===== src/rtl/async_fifo.sv =====
// Single-clock 8-bit FIFO (rd_clk kept for port compatibility only); registered rdata, 1-cycle read latency.
// No backpressure: a write when full or a read when empty is dropped and flagged by a one-cycle overflow/underflow pulse.
module async_fifo #(
   parameter int fifo_depth   = 8,
   parameter int address_size = 4
) (
   input  logic       wr_clk,
   input  logic       rd_clk,
   input  logic       rst,
   input  logic       wr,
   input  logic       rd,
   input  logic [7:0] wdata,
   output logic [7:0] rdata,
   output logic       valid,
   output logic       empty,
   output logic       full,
   output logic       overflow,
   output logic       underflow
);
   localparam int AW = address_size - 1;
   localparam logic [address_size-1:0] PTR_ONE = {{(address_size-1){1'b0}}, 1'b1};

   logic [7:0]              mem [fifo_depth];
   logic [address_size-1:0] wptr;
   logic [address_size-1:0] rptr;
   logic                    wr_ok;
   logic                    rd_ok;
   logic                    unused_rd_clk;

   assign unused_rd_clk = rd_clk;

   // The MSB is the wrap bit: equal low bits with differing wrap bits means one full lap ahead.
   assign empty = (wptr == rptr);
   assign full  = (wptr[AW] != rptr[AW]) && (wptr[AW-1:0] == rptr[AW-1:0]);
   assign wr_ok = wr && !full;
   assign rd_ok = rd && !empty;

   always_ff @(posedge wr_clk) begin
      if (wr_ok)
         mem[wptr[AW-1:0]] <= wdata;
   end

   always_ff @(posedge wr_clk or posedge rst) begin
      if (rst) begin
         wptr      <= '0;
         rptr      <= '0;
         rdata     <= 8'h00;
         valid     <= 1'b0;
         overflow  <= 1'b0;
         underflow <= 1'b0;
      end else begin
         if (wr_ok)
            wptr <= wptr + PTR_ONE;
         if (rd_ok) begin
            rptr  <= rptr + PTR_ONE;
            rdata <= mem[rptr[AW-1:0]];
         end
         valid     <= rd_ok;
         overflow  <= wr && full;
         underflow <= rd && empty;
      end
   end
endmodule


===== config.mk =====
export PLATFORM = sky130hd
export DESIGN_NAME = async_fifo
export DESIGN_NICKNAME = d
export VERILOG_FILES = /design/src/rtl/async_fifo.sv
export SDC_FILE = /design/constraint.sdc
export NUM_CORES = 1
export LEC_CHECK = 0
export ABC_AREA = 1
export CORE_MARGIN = 5
export CORE_UTILIZATION = 45
export DETAILED_ROUTE_END_ITERATION = 6
export PLACE_DENSITY = 0.66
export SETUP_SLACK_MARGIN = 0.3
export SLEW_MARGIN = 20
export SYNTH_ARGS = -nofsm -noshare
export SYNTH_HDL_FRONTEND = slang
export SYNTH_SLANG_ARGS = --single-unit

===== constraint.sdc =====
create_clock -name wr_clk -period 1.73 [get_ports wr_clk]
set_input_delay 0.346 -clock wr_clk [delete_from_list [all_inputs] [get_ports wr_clk]]
set_output_delay 0.346 -clock wr_clk [all_outputs]
set_load 0.02 [all_outputs]

# Word-level counts from Yosys, hierarchy flattened
# Memories as Yosys holds them, arrays and structs flattened. A register that Yosys moved wholly into a read port is not among the register bits.
# Index checks and enable logic that the tools add are counted.
[classes] add_sub_neg=2 eq_ne=3 reduce_logical=7 muxes=2
[op_table] op="adder 4 x 1 -> 4 bit (second input constant)" count=2
[op_table] op="logical AND 1 bit" count=5
[op_table] op="== test 4 bit" count=1
[op_table] op="== test 3 bit" count=1
[op_table] op="zero test 1 bit" count=2
[op_table] op="two-way mux 1 bit" count=2
[op_table] op="!= test 1 bit" count=1
[totals] input_bits=13 out_inout_bits=13 word_cells=20 mem_bits_rw=64 register_bits=11 n_memories=1
[mem_list] memory="mem" words=8 width=8 read_ports=1 rd_clocked_by_memory_dff=1 write_ports=1 line="23" source="logic [7:0] mem [fifo_depth];"

# Longest topological paths before layout
# Gate-level depths: netlist of the first run.
[depth] ltp_word=6 depth_mapped=11 depth_no_buf=9

# Worst setup path after synthesis of the first run
# No wires, ideal clock.
[synth_path] path_type="register -> register" start="register rptr[1]" end="memory mem[0][0], enable pin" arrival_time_ns=1.366 n_path_buf=1 stages_incl_launch_ff=7 synth_period_minus_slack_ns=1.736 setup_slack_ns=-0.006 path_cell_list="dfrtp_1 -> buf_4 -> nand2_1 -> nand2_1 -> nand4_2 -> nand2_1 -> nor2_1"
[synth_via] elab_chain_cells=6
[synth_rtl] item="from (decl)" line="25" source="logic [address_size-1:0] rptr;"
[synth_rtl] item="from (signal assigned)" line="55" source="rptr <= rptr + PTR_ONE;"
[synth_rtl] item="== test 3 bit" line="34" source="assign full = (wptr[AW] != rptr[AW]) && (wptr[AW-1:0] == rptr[AW-1:0]);"
[synth_rtl] item="logical AND 1 bit" line="34"
[synth_rtl] item="zero test 1 bit" line="35" source="assign wr_ok = wr && !full;"
[synth_rtl] item="logical AND 1 bit" line="35"
[synth_rtl] item="two-way mux 1 bit" line="39" source="if (wr_ok)"
[synth_rtl] item="two-way mux 1 bit (implied by the code)" line="40" source="mem[wptr[AW-1:0]] <= wdata;"
[synth_rtl] item="to (decl)" line="23"
# Every way passes these cells.

# Final worst setup path of the first run
[layout_path] start="register rptr[2]" end="output empty"
[layout_via] elab_chain_cells=1
[layout_rtl] item="== test 4 bit" line="33" source="assign empty = (wptr == rptr);"
[layout_rtl] item="to (decl)" line="15" source="output logic empty,"
# Every way passes these cells.

==> results of run 1 <==
==> logic make-up (layout without fill, tap and decap cells) <==
group	after synthesis	count (layout)	share of synthesized area
xor+xnor	4	4	0.00935
fa+ha+maj	2	2	0.00667
buf+inv	91	164	0.0971
flops	83	83	0.640
simple gates	228	229	0.247
==> report_power, final <==
part | internal (uW) | switching [uW] | total [uW] | leakage [uW]
clock | 834 | 735 | 1570 | 0.000113
sequential | 2570 | 193 | 2760 | 0.000818
combinational | 1430 | 2170 | 3600 | 0.00141
==> sequential cells by signal, indices dropped and copies added, names as in the netlist <==
signal and count:
mem 64, overflow 1, rdata 8, rptr 4, underflow 1, valid 1, wptr 4
==> final cells by class <==
type                       instances  area (um^2)  share of cell area
sequential                        83         2400               0.491
multi-input combinational        235         1160               0.238
clock inverter                     6         97.6              0.0200
clock buffer                      10          128              0.0261
tap                              105          131              0.0269
inverter                          78          295              0.0604
timing repair buffer              70          674               0.138
==> stage by stage <==
step	hold WS (ns)	util
2_1_floorplan	0.297	-
3_3_place_gp	0.461	0.546
3_5_place_dp	0.467	0.546
4_1_cts	0.301	0.590
5_1_grt	0.329	0.598
6_report	0.303	0.598
==> critical path, stage by stage, from the launching register on <==
cell and delay, ns:
dfrtp_1 0.43, xnor2_2 0.26, nand2_2 0.11, nor2_4 0.10, buf_6 0.12
==> what timing repair did <==
action	CTS	global route
setup endpoints to repair	89	86
gates resized for setup	52	16
gates cloned	1	0
buffers inserted	6	2
pin swaps	6	4
==> routing by layer <==
metal	track usage	share of wire
met4	0.0665	0.0097
met1	0.232	0.45
met5	0	0
met2	0.277	0.49
met3	0.0275	0.051
==> cell usage after synthesis <==
cell | number | share of area
buf_6 | 1 | 0.0030
nand3_1 | 43 | 0.057
xor2_1 | 3 | 0.0070
dfrtp_1 | 19 | 0.13
edfxtp_1 | 64 | 0.51
buf_4 | 1 | 0.0020
xnor2_1 | 1 | 0.0023
nand2_1 | 168 | 0.17
nor2_1 | 12 | 0.012
nand2_2 | 2 | 0.0033
nor3_1 | 1 | 0.0013
inv_1 | 74 | 0.074
nand4_2 | 1 | 0.0033
inv_2 | 4 | 0.0040
clkbuf_1 | 2 | 0.0020
nor2_2 | 1 | 0.0017
buf_2 | 9 | 0.012
ha_1 | 2 | 0.0067
==> how the worst max path moves through the flow <==
| stage | startpoint | slack [ns] | endpoint |
|---|---|---|---|
| floorplan | rptr[0] | 0.28 | mem[2][0] |
| global placement | rptr[1] | -0.06 | empty |
| detailed placement | rptr[3] | -0.08 | full |
| CTS | wptr[2] | -0.003 | empty |
| global route | rptr[1] | -0.06 | empty |
| finish | rptr[2] | 0.002 | empty |
==> results by group, run 1 <==
Detailed routing
  • Vias post-DR: 2713
  • DRC: 0
  • Drt total wl: 7980 um
  • Routed Antenna Nets: 0
  • Initial DRC Count: 207
  • Wirelength per Cell: 13.6 um
  • Post-DR vias/cell: 4.62
  • Initial DRT Pass Iterations: 4

Floorplan
  • Die area: 10300 um^2
  • Die Y: 101 um
  • # rows: 33
  • I/O pin cnt: 26
  • Core area: 8180 um^2
  • Initial Utilization: 0.459
  • Die width: 101 um

Worst setup path
  • Worst reg2reg startpoint: wptr[3]
  • Register-to-register setup slack: 0.10 ns
  • Worst Path Arrival: 1.38 ns
  • Crit path kind: reg -> out
  • Reg2reg end: mem[6][4]
  • Worst r2r path cells: 8
  • WP data required: 1.38 ns
  • Type of origin of the critical path: flip-flop
  • Crit-path max FO: 2
  • Critical Path End Type: output pin

STA
  • Setup tns final: 0 ns
  • Slew Viols, Final: 0
  • Final hold vios: 0
  • Fin crit period: 1.73 ns
  • Worst Tran Pin Value: 0.312 ns
  • RSZ-0062 raised after global routing: true
  • Max Fclk: 579 MHz
  • Max_slew headroom: 0.792
  • Final count of negative-setup-slack endpoints: 0
  • Setup WS post-layout: 0.00219 ns
  • Final Skew: 0.00970 ns
  • Period utilisation layout: 0.999

CTS
  • Clock slew at reported path FFs: 0.09 ns
  • TritonCTS clock tree: built
  • Total CTS buffers: 9
  • Clock sink count: 83
  • Clk Latency, worst-skew pair: 0.36 ns
  • H-tree depth: 3
  • CTS root buffer: clkbuf_8
  • Clock buffer depth: 2
  • Hold Buf Count CTS: 0

Synthesis
  • #FFs+latches synth: 83
  • Synth unique cells: 18
  • Sequential element share of the synthesized area: 0.640
  • Mapped Nets: 423
  • Synth Instances: 408
  • Synth Cell Area: 3750 um^2
  • Syn. warnings: 0
  • Syn avg cell area: 9.19 um^2

Power
  • Tot Pwr: 7930 uW
  • P per Cell Area: 1620 nW/um^2
  • LEAKAGE: 0.00234 uW
  • Worst VDD drop: 0.713 mV

Layout
  • Filler-free cell count of the finished design: 587
  • Area Growth Syn to Fin: 30.3%
  • Commonest cells after routing, fill and taps aside: nand2_1, inv_1, edfxtp_1, nand3_1, buf_4
  • Design Area, Final: 4890 um^2
  • Commonest non-fill, non-tap cell in the layout: nand2_1
  • Share of layout cells above drive strength 1: 0.210
  • Number of diodes: 0
  • Final #Nets: 492
  • FILL cells: 655

Global route
  • Initial antenna violation count: 0
  • Vias in the first global route: 2639
  • All-Layer GR Usage: 0.171
  • Grt total ovfl: 0
  • Largest net degree at the start of global routing: 34
  • First-pass GRT wire length: 13200 um

Flow run
  • Max-cap viol count: 0

Min path
  • HP Class: in -> async

Place
  • Cell Area, Placed: 4460 um^2
  • GP Congestion: 0.745
  • Worst slack, placed: -0.0824 ns
  • Placed Instances: 562
  • Port Buffer Count: 24
  • HPWL Detailed: 5080 um

Run status
  • Outcome: finished, final reports clean
Power figures use the tool's default switching activity.
==> run 2, diff against run 1 <==
PLACE_DENSITY = not set   (was 0.66)
clock period = 2.15 ns   (was 1.73 ns; I/O delays follow)
==> run 2 against run 1 <==
Effect of this change: sequential power is 20% lower; register-to-register slack better by 0.29 ns; first-iteration DRC count is 21% lower; sequential share of layout area is 3.9 points higher; final cell count is 3.1% lower; global-route usage is 0.85 points lower; critical path depth is 2 higher; critical endpoint unchanged; largest cell class unchanged.
==> results by group, run 2 (synthesis gave the netlist of run 1 again) <==
Run status
  • Outcome: finished, final reports clean (unchanged)

Worst setup path
  • Worst path bufs/invs: 2 (was 1)
  • Type of origin of the critical path: flip-flop (unchanged)
  • Crit-path max FO: 4 (was 2)
  • Worst r2r path cells: 8 (unchanged)
  • Reg2reg end: mem[1][5] (was mem[6][4])
  • CP top delay family: flip-flops (unchanged)
  • WP data required: 1.72 ns (was 1.38 ns)
  • CP cell instances: inv_2 -> nand2_1 -> nand2_1 -> nand2_1 -> nor2_2 -> buf_4 (was xnor2_2 -> nand2_2 -> nor2_4 -> buf_6)
  • Critical-path top delay cell: dfrtp_2 (was dfrtp_1)
  • Worst Path Arrival: 1.39 ns (was 1.38 ns)
  • Worst reg2reg startpoint: rptr[3] (was wptr[3])
  • Max incr delay on CP: 0.45 ns (was 0.43 ns)
  • Critical Path Start: rptr[1] (was rptr[2])
  • Most used cell, CP: nand2_1
  • Critical Path End Type: output pin (unchanged)
  • Register-to-register setup slack: 0.39 ns (was 0.10 ns)
  • Crit path kind: reg -> out (unchanged)

STA
  • Final Skew: 0.00847 ns (was 0.00970 ns)
  • Max Fclk: 549 MHz
  • Slew Viols, Final: 0 (unchanged)
  • Setup tns final: 0 ns (unchanged)
  • RSZ-0062 raised after global routing: true (unchanged)
  • Worst Tran Pin Value: 0.387 ns (was 0.312 ns)
  • Final hold vios: 0 (unchanged)
  • Fin crit period: 1.82 ns
  • Period utilisation layout: 0.847
  • Final count of negative-setup-slack endpoints: 0 (unchanged)
  • Max_slew headroom: 0.742 (was 0.792)

CTS
  • Clock sink count: 83 (unchanged)
  • H-tree depth: 3 (unchanged)
  • Clock buffer depth: 2 (unchanged)
  • Hold Buf Count CTS: 0 (unchanged)
  • Clock slew at reported path FFs: 0.09 ns (about the same)
  • Clk Latency, worst-skew pair: 0.35 ns (was 0.36 ns)
  • Total CTS buffers: 9 (unchanged)
  • CTS root buffer: clkbuf_8 (unchanged)
  • TritonCTS clock tree: built (unchanged)

Global route
  • All-Layer GR Usage: 0.162 (was 0.171)
  • First-pass GRT wire length: 12400 um (was 13200 um)
  • Largest net degree at the start of global routing: 36 (was 34)
  • Vias in the first global route: 2439 (was 2639)
  • Initial antenna violation count: 0 (unchanged)
  • Grt total ovfl: 0 (unchanged)

Power
  • Worst VDD drop: 0.492 mV (was 0.713 mV)
  • LEAKAGE: 0.00219 uW (was 0.00234 uW)
  • P per Cell Area: 1300 nW/um^2 (was 1620 nW/um^2)

Place
  • Placed Instances: 549 (was 562)
  • GP Congestion: 0.726 (was 0.745)
  • HPWL Detailed: 4950 um (was 5080 um)
  • Port Buffer Count: 24 (unchanged)

Detailed routing
  • Post-DR vias/cell: 4.61 (was 4.62)
  • Drt total wl: 7630 um (was 7980 um)
  • DRC: 0 (unchanged)
  • Initial DRC Count: 163 (was 207)
  • Vias post-DR: 2622 (was 2713)
  • Initial DRT Pass Iterations: 4 (unchanged)
  • Wirelength per Cell: 13.4 um (was 13.6 um)
  • Routed Antenna Nets: 0 (unchanged)

Layout
  • FILL cells: 751 (was 655)
  • Register area: 2400 um^2 (unchanged)
  • Final #Nets: 474 (was 492)
  • Number of diodes: 0 (unchanged)
  • Share of layout cells above drive strength 1: 0.149 (was 0.210)
  • Largest register FFs: 64 (unchanged)
  • Filler-free cell count of the finished design: 569 (was 587)
  • Commonest cells after routing, fill and taps aside: nand2_1, inv_1, edfxtp_1, nand3_1, buf_4 (unchanged)
  • Area of the multi-input gates: 1020 um^2 (was 1160 um^2)
  • Area Growth Syn to Fin: 20.8% (was 30.3%)
  • Commonest non-fill, non-tap cell in the layout: nand2_1 (unchanged)

Floorplan
  • Die area: 10300 um^2 (unchanged)
  • # rows: 33 (unchanged)
  • Die Y: 101 um (unchanged)
  • Die width: 101 um (unchanged)
  • Core area: 8180 um^2 (unchanged)
  • I/O pin cnt: 26 (unchanged)
  • Initial Utilization: 0.459 (unchanged)

Flow run
  • Max-cap viol count: 0 (unchanged)

Min path
  • HP Class: in -> async (unchanged)
run 2: what timing repair did:
item,4_1_cts,5_1_grt
buffers inserted,1,3
pin swaps,0,2
gates resized for setup,9,18
endpoints found under the setup margin,2,54
run 2: power breakdown:
part / internal [uW] / switching, uW / leakage [uW]
clock network: 686 / 566 / 0.000107
logic: 907 / 1530 / 0.00127
registers: 2070 / 142 / 0.000818
total: 3660 / 2240 / 0.00219
run 2: per-stage QoR:
step	util	hold WS, ns	area (um^2)	power (uW)	setup WS (ns)
after detailed placement	0.518	0.466	4240	4590	0.129
after global placement	0.518	0.461	4240	4550	0.161
after floorplan	-	0.381	3750	3760	0.414
after CTS	0.546	0.386	4460	5850	0.247
after global routing	0.554	0.397	4530	6370	0.236
final	0.554	0.389	4530	5900	0.330
run 2: cell type report:
cell class | count | share of cell area
multi-input combinational | 234 | 0.225
clock buffer | 10 | 0.0304
clock inverter | 6 | 0.0193
timing repair buffer | 53 | 0.102
sequential | 83 | 0.530
inverter | 78 | 0.0647
tap | 105 | 0.0290
run 2: worst max-delay path by stage:
stage | to | slack (ns) | depth (start not counted)
global placement | mem[7][4] | 0.16 | 5
CTS | empty | 0.25 | 6
finish | empty | 0.33 | 6
floorplan | mem[0][0] | 0.41 | 6
global route | empty | 0.24 | 6
detailed placement | mem[7][4] | 0.13 | 5
run 2: worst reg2reg max path, stage by stage, from the launching register on:
cell and delay (ns):
dfrtp_1 0.43, buf_6 0.13, nand2_1 0.06, nand2_2 0.06, nand4_2 0.10, buf_4 0.17, nand2_2 0.12, nor2_1 0.19
buf_4 0.20
run 2: per-layer routing:
metal,up-vias,part of all wire,GRT usage
li1,1352,-,-
met1,1211,0.46,0.221
met2,49,0.48,0.257
met3,10,0.038,0.0337
met4,0,0.015,0.0634
met5,-,0,0
==> RTL edit, RTL diff (settings of run 1) <==
The parameter `fifo_depth` goes from 8 to 32.
--- a/src/rtl/async_fifo.sv
+++ b/src/rtl/async_fifo.sv
@@ -1,7 +1,7 @@
 // Single-clock 8-bit FIFO (rd_clk kept for port compatibility only); registered rdata, 1-cycle read latency.
 // No backpressure: a write when full or a read when empty is dropped and flagged by a one-cycle overflow/underflow pulse.
 module async_fifo #(
-   parameter int fifo_depth   = 8,
+   parameter int fifo_depth   = 32,
    parameter int address_size = 4
 ) (
    input  logic       wr_clk,
Behaviour: same outputs for any inputs over 10 cycles, from zero or initial values and one cycle with rst high; that may be too few to reach the edited logic, so the function may still have changed.
==> RTL edit against run 1 <==
Total power is 5.8% higher; register-to-register slack better by 50 ps; sequential cell count stayed put; setup slack gained 43 ps; area after synthesis increased by 2.1%; final area grew 4.9%; critical path depth stayed put; routed wire length grew 2.6%.
==> RTL edit: results (changes against run 1) <==
The run finished with clean final reports. The xor-xnor portion of the synthesized cell area is 0.0111 (was 0.00935), and the maximum number of pins on one net before global-route repair is 38 (was 34). The max-slew headroom at the worst pin is 0.803 (was 0.792).

The iteration-0 DRC count of the detailed router was 65 (was 207); the count of plain and timing-repair buffers in the layout was 68 (was 70). The share of post-route cells with drive strength above 1 came out at 0.321 (was 0.210). The logs give -58.5 ps (was -82.4 ps) for the setup slack at placement and 5020 uW (was 4830 uW) for the internal power of the cells. The tools report the count of filler cells inserted in the layout as 654 (was 655). The tools report the end of the worst register-to-register path as mem[2][7] (was mem[6][4]). Commonest cells in the netlist: sky130_fd_sc_hd__nand2_1, sky130_fd_sc_hd__inv_1, sky130_fd_sc_hd__edfxtp_1, sky130_fd_sc_hd__nand3_1, sky130_fd_sc_hd__dfrtp_1 (unchanged). The worst path arrival time is 1340 ps (was 1380 ps), and the weighted congestion reported at the end of routability-driven placement is 0.783 (was 0.745). The combinational cell power came out at 4230 uW (was 3600 uW). For the quantity of gates resized following cts, the log shows 43 (was 52). The detailed-route vias per instance is 4.77 (was 4.62), and the synthesized-area fraction occupied by adder cells is 0.00654 (was 0.00668). The net total in the final layout was 490 (was 492). The register-to-register setup slack came out at 150 ps (was 100 ps). Start of the worst register-to-register path: rptr[2] (was wptr[3]). The area of the die is 10500 um^2 (was 10300 um^2), and the part of the cycle the worst path needs is 0.974 (was 0.999). Clock power share: 0.163 (was 0.198).

The global-route wire length before repair is 12.8 mm (was 13.2 mm). The clock-cell share of area is 0.0383 (was 0.0461). The maximum vdd ir drop is 651 uV (was 713 uV), and the multi-input gate share of the layout cell area is 0.269 (was 0.238). Clock latency on the worst-skew pair: 340 ps (was 360 ps).

The distinct cell type count of the synthesized netlist was 20 (was 18). The number of standard cells in the layout, taps in and fillers out was 585 (was 587); the sequential cell area fraction in the yosys report was 0.626 (was 0.640).
==> RTL edit: cell count changes after synthesis, moves of 2 or more <==
cell and change:
sky130_fd_sc_hd__nand2_1 -6, sky130_fd_sc_hd__inv_2 +3, sky130_fd_sc_hd__nand2_2 +3, sky130_fd_sc_hd__nand2_4 +3, sky130_fd_sc_hd__inv_1 -2, sky130_fd_sc_hd__nor2_1 -2
sky130_fd_sc_hd__nor2_4 +2
==> RTL edit: how the worst max path moves through the flow <==
| stage | end | cells past startpoint | from |
|---|---|---|---|
| finish | empty | 4 | wptr[0] |
| global route | empty | 4 | wptr[0] |
| CTS | empty | 6 | rptr[1] |
| detailed placement | empty | 6 | rptr[1] |
| global placement | empty | 6 | rptr[1] |
| floorplan | mem[2][0] | 6 | rptr[1] |
==> RTL edit: per-layer routing <==
layer / vias to the layer above / GRT usage / wire, um
li1: 1395 / - / -
met1: 1319 / 0.208 / 3490
met2: 60 / 0.280 / 4210
met3: 15 / 0.0287 / 332
met4: 0 / 0.0595 / 142
met5: - / 0 / 0
